### src/rtl/fetch_stage_if.sv
// fetch_stage_if: fetch-stage bus bundling imem handshake, hazard/redirect inputs and IF/ID outputs.
interface fetch_stage_if #(parameter int DATA_W = 32);
    logic              in_stall;
    logic              in_redirect;
    logic [31:0]       in_redirect_pc;
    logic              out_imem_req;
    logic [31:0]       out_imem_addr;
    logic              in_imem_ack;
    logic [DATA_W-1:0] in_imem_data;
    logic              out_valid;
    logic [31:0]       out_pc;
    logic [DATA_W-1:0] out_instr;
    logic [3:0]        out_opcode;
    modport master (
        input  in_stall, in_redirect, in_redirect_pc, in_imem_ack, in_imem_data,
        output out_imem_req, out_imem_addr, out_valid, out_pc, out_instr, out_opcode
    );
    modport slave (
        output in_stall, in_redirect, in_redirect_pc, in_imem_ack, in_imem_data,
        input  out_imem_req, out_imem_addr, out_valid, out_pc, out_instr, out_opcode
    );
endinterface

### src/rtl/fetch_stage.sv
// fetch_stage: PC, single-outstanding imem request, one-word skid buffer and IF/ID register.
module fetch_stage #(
    parameter logic [31:0] RESET_PC = 32'h0000_0000,
    parameter int          DATA_W   = 32
) (
    input logic          in_clk,
    input logic          in_rst,
    fetch_stage_if.master bus
);
    typedef enum logic [1:0] {S_REQ, S_DROP, S_FULL} state_t;
    state_t            r_state, w_state_nx;
    logic [31:0]       r_pc, w_pc_nx, r_stale, w_stale_nx, r_skid_pc, w_skid_pc_nx;
    logic [DATA_W-1:0] r_skid_data, w_skid_data_nx;
    logic              r_valid;
    logic [31:0]       r_out_pc;
    logic [DATA_W-1:0] r_instr;
    logic              w_req, w_ack, w_load;
    logic [31:0]       w_ld_pc;
    logic [DATA_W-1:0] w_ld_data;
    always_comb begin
        w_req          = !in_rst && r_state != S_FULL;
        w_ack          = w_req && bus.in_imem_ack;
        w_state_nx     = r_state;
        w_pc_nx        = r_pc;
        w_stale_nx     = r_stale;
        w_skid_pc_nx   = r_skid_pc;
        w_skid_data_nx = r_skid_data;
        w_load         = 1'b0;
        w_ld_pc        = r_pc;
        w_ld_data      = bus.in_imem_data;
        case (r_state)
            S_REQ: begin
                if (w_ack) begin
                    w_pc_nx = bus.in_redirect ? bus.in_redirect_pc : r_pc + 32'd1;
                    w_load  = !bus.in_redirect && !bus.in_stall;
                    if (!bus.in_redirect && bus.in_stall) begin
                        w_skid_pc_nx   = r_pc;
                        w_skid_data_nx = bus.in_imem_data;
                        w_state_nx     = S_FULL;
                    end
                end else if (bus.in_redirect) begin
                    // the in-flight address must stay on the bus until its ack arrives
                    w_stale_nx = r_pc;
                    w_pc_nx    = bus.in_redirect_pc;
                    w_state_nx = S_DROP;
                end
            end
            S_DROP: begin
                w_pc_nx    = bus.in_redirect ? bus.in_redirect_pc : r_pc;
                w_state_nx = w_ack ? S_REQ : S_DROP;
            end
            S_FULL: begin
                if (bus.in_redirect) begin
                    w_pc_nx    = bus.in_redirect_pc;
                    w_state_nx = S_REQ;
                end else if (!bus.in_stall) begin
                    w_load     = 1'b1;
                    w_ld_pc    = r_skid_pc;
                    w_ld_data  = r_skid_data;
                    w_state_nx = S_REQ;
                end
            end
            default: w_state_nx = S_REQ;
        endcase
    end
    always_ff @(posedge in_clk) begin
        if (in_rst) begin
            r_state     <= S_REQ;
            r_pc        <= RESET_PC;
            r_stale     <= '0;
            r_skid_pc   <= '0;
            r_skid_data <= '0;
            r_valid     <= 1'b0;
            r_out_pc    <= '0;
            r_instr     <= '0;
        end else begin
            r_state     <= w_state_nx;
            r_pc        <= w_pc_nx;
            r_stale     <= w_stale_nx;
            r_skid_pc   <= w_skid_pc_nx;
            r_skid_data <= w_skid_data_nx;
            if (bus.in_redirect) begin
                r_valid <= 1'b0;
                r_instr <= '0;
            end else if (!bus.in_stall) begin
                r_valid  <= w_load;
                r_instr  <= w_load ? w_ld_data : '0;
                r_out_pc <= w_load ? w_ld_pc : r_out_pc;
            end
        end
    end
    assign bus.out_imem_req  = w_req;
    assign bus.out_imem_addr = r_state == S_DROP ? r_stale : r_pc;
    assign bus.out_valid     = r_valid;
    assign bus.out_pc        = r_out_pc;
    assign bus.out_instr     = r_instr;
    assign bus.out_opcode    = r_instr[DATA_W-1 -: 4];
endmodule

### src/flat_wrapper.sv
// flat-port wrapper written by rule: the top's interface ports become plain ports
module fetch_stage_flat 
#(
    parameter logic [31:0] RESET_PC = 32'h0000_0000,
    parameter int          DATA_W   = 32
)
  (in_clk, in_rst, bus_in_stall, bus_in_redirect, bus_in_redirect_pc, bus_in_imem_ack, bus_in_imem_data, bus_out_imem_req, bus_out_imem_addr, bus_out_valid, bus_out_pc, bus_out_instr, bus_out_opcode);
  fetch_stage_if #(.DATA_W(DATA_W)) bus_i ();
  input logic in_clk;
  input logic in_rst;
  input wire logic [$bits(bus_i.in_stall)-1:0] bus_in_stall;
  input wire logic [$bits(bus_i.in_redirect)-1:0] bus_in_redirect;
  input wire logic [$bits(bus_i.in_redirect_pc)-1:0] bus_in_redirect_pc;
  input wire logic [$bits(bus_i.in_imem_ack)-1:0] bus_in_imem_ack;
  input wire logic [$bits(bus_i.in_imem_data)-1:0] bus_in_imem_data;
  output wire logic [$bits(bus_i.out_imem_req)-1:0] bus_out_imem_req;
  output wire logic [$bits(bus_i.out_imem_addr)-1:0] bus_out_imem_addr;
  output wire logic [$bits(bus_i.out_valid)-1:0] bus_out_valid;
  output wire logic [$bits(bus_i.out_pc)-1:0] bus_out_pc;
  output wire logic [$bits(bus_i.out_instr)-1:0] bus_out_instr;
  output wire logic [$bits(bus_i.out_opcode)-1:0] bus_out_opcode;
  assign bus_i.in_stall = bus_in_stall;
  assign bus_i.in_redirect = bus_in_redirect;
  assign bus_i.in_redirect_pc = bus_in_redirect_pc;
  assign bus_i.in_imem_ack = bus_in_imem_ack;
  assign bus_i.in_imem_data = bus_in_imem_data;
  assign bus_out_imem_req = bus_i.out_imem_req;
  assign bus_out_imem_addr = bus_i.out_imem_addr;
  assign bus_out_valid = bus_i.out_valid;
  assign bus_out_pc = bus_i.out_pc;
  assign bus_out_instr = bus_i.out_instr;
  assign bus_out_opcode = bus_i.out_opcode;
  fetch_stage #(.RESET_PC(RESET_PC), .DATA_W(DATA_W)) u_core (.in_clk(in_clk), .in_rst(in_rst), .bus(bus_i));
endmodule
### config.mk
export PLATFORM = sky130hd
export DESIGN_NAME = fetch_stage_flat
export DESIGN_NICKNAME = d
export VERILOG_FILES = /design/src/rtl/fetch_stage_if.sv /design/src/rtl/fetch_stage.sv /design/src/flat_wrapper.sv
export SDC_FILE = /design/constraint.sdc
export NUM_CORES = 1
export LEC_CHECK = 0
export CAP_MARGIN = 20
export CORE_MARGIN = 1
export CORE_UTILIZATION = 45
export DETAILED_ROUTE_END_ITERATION = 12
export PLACE_DENSITY = 0.71
export SLEW_MARGIN = 20
export SYNTH_ARGS = -nofsm -noshare
export SYNTH_HDL_FRONTEND = slang
export SYNTH_SLANG_ARGS = --single-unit
### constraint.sdc
create_clock -name in_clk -period 4.63 [get_ports in_clk]
set_input_delay 0.6945 -clock in_clk [delete_from_list [all_inputs] [get_ports in_clk]]
set_output_delay 0.6945 -clock in_clk [all_outputs]
set_load 0.01 [all_outputs]
==> run summary <==
Status: completed
IO buf count: 170
Reg power frac: 48.7%
Filler cell count: 1,786
Cells after DPL: 1,419
Hold buffers post-CTS: 0
Drt drc: 0
Fmax: 0.2837 GHz
YS warnings: 0
VDD IR max: 0.2848 mV
Setup TNS: 0 ns
Hold Path Depth: 2
Initial Util: 45.85%
Distinct cells, synth: 53
HP Class: register to register
H-tree depth: 4
EDFF count, synth: 0
CTS tree: yes
Post-CTS resize count: 0
I/O pins: 171
Area post-placement: 10,620 um^2
Vias in the first global route: 7,095
Root Buffer Master: clkbuf_16
Vias per cell: 5.511
Net switching power: 0.9769 mW
Pleak: 3.716 nW
Crit. End Element: output port
Total GRT Usage: 23.44%
CTS sink cnt: 195
Largest net degree at the start of global routing: 72
Total internal power: 2.708 mW
Clk_skew: 0.008944 ns
Critical Path Fanout Max: 19
FF-to-FF path depth: 9
Post-DP HPWL: 15.51 mm
Clk pin slew, worst setup/hold paths: 0.07 ns
First-pass GRT wire length: 37.44 mm
Avg Cell Area, Syn: 8.227 um^2
Post-route setup slack: 1.105 ns
GPL Wtd Cong: 0.8748
Std cell rows: 51
Nets@finish: 1,247
ANT nets after route: 0
Crit path launch type: register
Gate power share: 12.1%
Area Overhead vs Synth: 25.86%
Initial DRC count: 779
Fin. max-slew vios: 0
WP data required: 3.94 ns
Total of max-cap violations: 0
CP Buf/Inv Count: 3
Final setup viols: 0
Drt pass-1 iters: 5
Clock Power Share: 39.2%
Clk buf depth: 2
Die Wd: 142.6 um
Pwr Density: 329.2 nW/um^2
Worst path slowest cell: ha_1
Crit-path max cell delay: 0.68 ns
CP Cell Sequence: inv_1 > ha_1 > buf_4 > mux2_2 > clkdlybuf4s50_1
Design area: 11,190 um^2
Cell family with most CP delay: buffers and inverters
Post-route non-filler standard cell count: 1,451
Worst-Skew Late Latency: 0.44 ns
Core box area: 19,400 um^2
Instance count on the critical path: 5
Total chip power: 3.684 mW
Sw Share: 26.51%
Die Y: 142.6 um
Worst setup path category: register to output port
Worst slew pin tran: 1.032 ns
Post-synthesis register bit count: 195
Slew HR: 31.22%
Worst Path Arrival: 2.83 ns
Synth Flop Type: dfxtp_1
Num CTS Buffers: 17
Wirelength per Cell: 16.25 um
DIE AREA: 20,330 um^2
Register area share after synthesis: 43.89%
Final period util: 76.14%
Antenna diodes: 0
Initial antenna violation count: 0
Ratio of cells with drive above 1 in the final layout: 10.71%
Period minus WS final: 3.525 ns
Post-CTS Setup Bufs: 0
Syn nets: 1,155
Post-Syn Area: 8894 um^2
Total global routing overflow: 0
WL final: 23.58 mm
Pre-CTS setup slack: 1.331 ns
DR vias: 7,997
RSZ-0062 raised after global routing: false
Fin. Hold Viols: 0
Syn Inst Count: 1,081
Async S/R FF share, synth: 0%
## power by group through the flow
stage	clock network, mW	registers (mW)	logic [mW]
after floorplan	0	1.80	0.270
after detailed placement	0	1.83	0.446
after global routing	1.54	1.80	0.487
final	1.44	1.79	0.447
after global placement	0	1.83	0.443
after CTS	1.47	1.79	0.449
## worst reg2reg max path: stages (launching register included)
cell and delay (ns):
dfxtp_1 0.39, inv_1 0.11, ha_4 0.20, buf_4 0.41, nor2b_1 0.30, nand3_1 0.16
nor2_4 0.45, buf_4 0.54, nand2_1 0.13, a21oi_1 0.15
## per-layer routing
metal | wire, um | track usage (%) | part of all wire [%] | up-vias
met2 | 10870 | 36.79 | 46 | 246
met4 | 458 | 8.432 | 1.9 | 0
met1 | 10930 | 32.40 | 46 | 3756
met3 | 1326 | 3.735 | 5.6 | 31
li1 | - | - | - | 3964
met5 | 0 | 0 | 0 | -
## flip-flops by register name (all words and copies together) (netlist names)
register	cells
u_core.bus.out_instr	32
u_core.r_stale	32
u_core.bus.out_pc	32
u_core.r_pc	32
u_core.r_state	2
u_core.r_skid_data	32
u_core.r_skid_pc	32
u_core.bus.out_valid	1
## final cells by class
class	instances	area, um^2	area share, %
timing repair buffer	186	1827	16.32
clock buffer	17	425.4	3.801
tap	265	331.6	2.962
sequential	195	3904	34.88
clock inverter	15	146.4	1.308
multi-input combinational	765	4529	40.47
inverter	8	30.03	0.2683
## logic make-up after synthesis
| family | share of synthesized area (%) |
|---|---|
| AOI/OAI and AO/OA | 18.74 |
| adders and majority gates | 0.7034 |
| buffers and inverters | 5.459 |
| DFF | 43.89 |
| muxes | 11.78 |
| and+or+nand+nor | 19.43 |
## through the flow
| stage | hold WS [ns] | utilization, % |
|---|---|---|
| after floorplan | 0.4329 | - |
| final | 0.4526 | 57.70 |
| after global routing | 0.4698 | 57.70 |
| after detailed placement | 0.4433 | 54.75 |
| after global placement | 0.4380 | 54.75 |
| after CTS | 0.4549 | 57.70 |
## Yosys cell counts, types with 2 or more instances
library cell    n  area share (%)
a211oi_1       37             3.1
a21o_1          3            0.25
a21oi_1       123             6.9
a22oi_1        44             3.7
a2bb2oi_1       3            0.30
a311o_1         3            0.34
a31o_2          2            0.20
a31oi_1        13            0.91
a32o_1          3            0.34
and2_1          2            0.14
and3_1          7            0.49
and4_1          2            0.20
buf_1          19            0.80
buf_2           2            0.11
buf_4           5            0.42
clkbuf_1       84             3.5
clkbuf_2        2            0.11
dfxtp_1       195              44
ha_1            5            0.70
inv_1           8            0.34
mux2_2         61             7.7
mux2i_1        36             4.1
nand2_1       219             9.2
nand3_1        14            0.79
nand3b_1        2            0.17
nand4_1        15             1.1
nor2_1        101             4.3
nor2b_1         7            0.49
nor3_1          8            0.45
nor4_1          2            0.14
nor4_4          2            0.48
nor4b_1         2            0.20
o211ai_1        2            0.17
o21ai_0        18             1.0
o221a_2         3            0.38
o22ai_1         3            0.21
o31ai_1         2            0.17
or2_2           2            0.14
or3_1           3            0.21
or4_1           4            0.34
## worst paths after layout
kind	start	endpoint	slack, ns
setup / recovery	u_core.r_state[1]$_SDFFE_PP0P_	bus_out_imem_addr[14]	1.10
hold / removal	u_core.r_stale[4]$_SDFFE_PP0P_	u_core.r_stale[4]$_SDFFE_PP0P_	0.45
setup reg to reg	u_core.r_state[0]$_SDFFE_PP0P_	u_core.r_skid_data[23]$_SDFFE_PP0P_	1.72
hold reg to reg	u_core.r_stale[4]$_SDFFE_PP0P_	u_core.r_stale[4]$_SDFFE_PP0P_	0.45
## placed cells by master (no fill, tap or decap), types with 4 or more instances in the layout
cell type / instances
a211oi_1: 37
a21oi_1: 123
a22oi_1: 44
a31oi_1: 13
and3_1: 7
buf_4: 16
clkbuf_16: 17
clkdlybuf4s50_1: 168
dfxtp_1: 195
ha_1: 4
inv_1: 8
inv_6: 5
mux2_2: 61
mux2i_1: 36
nand2_1: 219
nand3_1: 14
nand4_1: 15
nor2_1: 100
nor2b_1: 7
nor3_1: 7
o21ai_0: 18
or4_1: 4
Note: power is estimated with default switching activity, not from simulation.
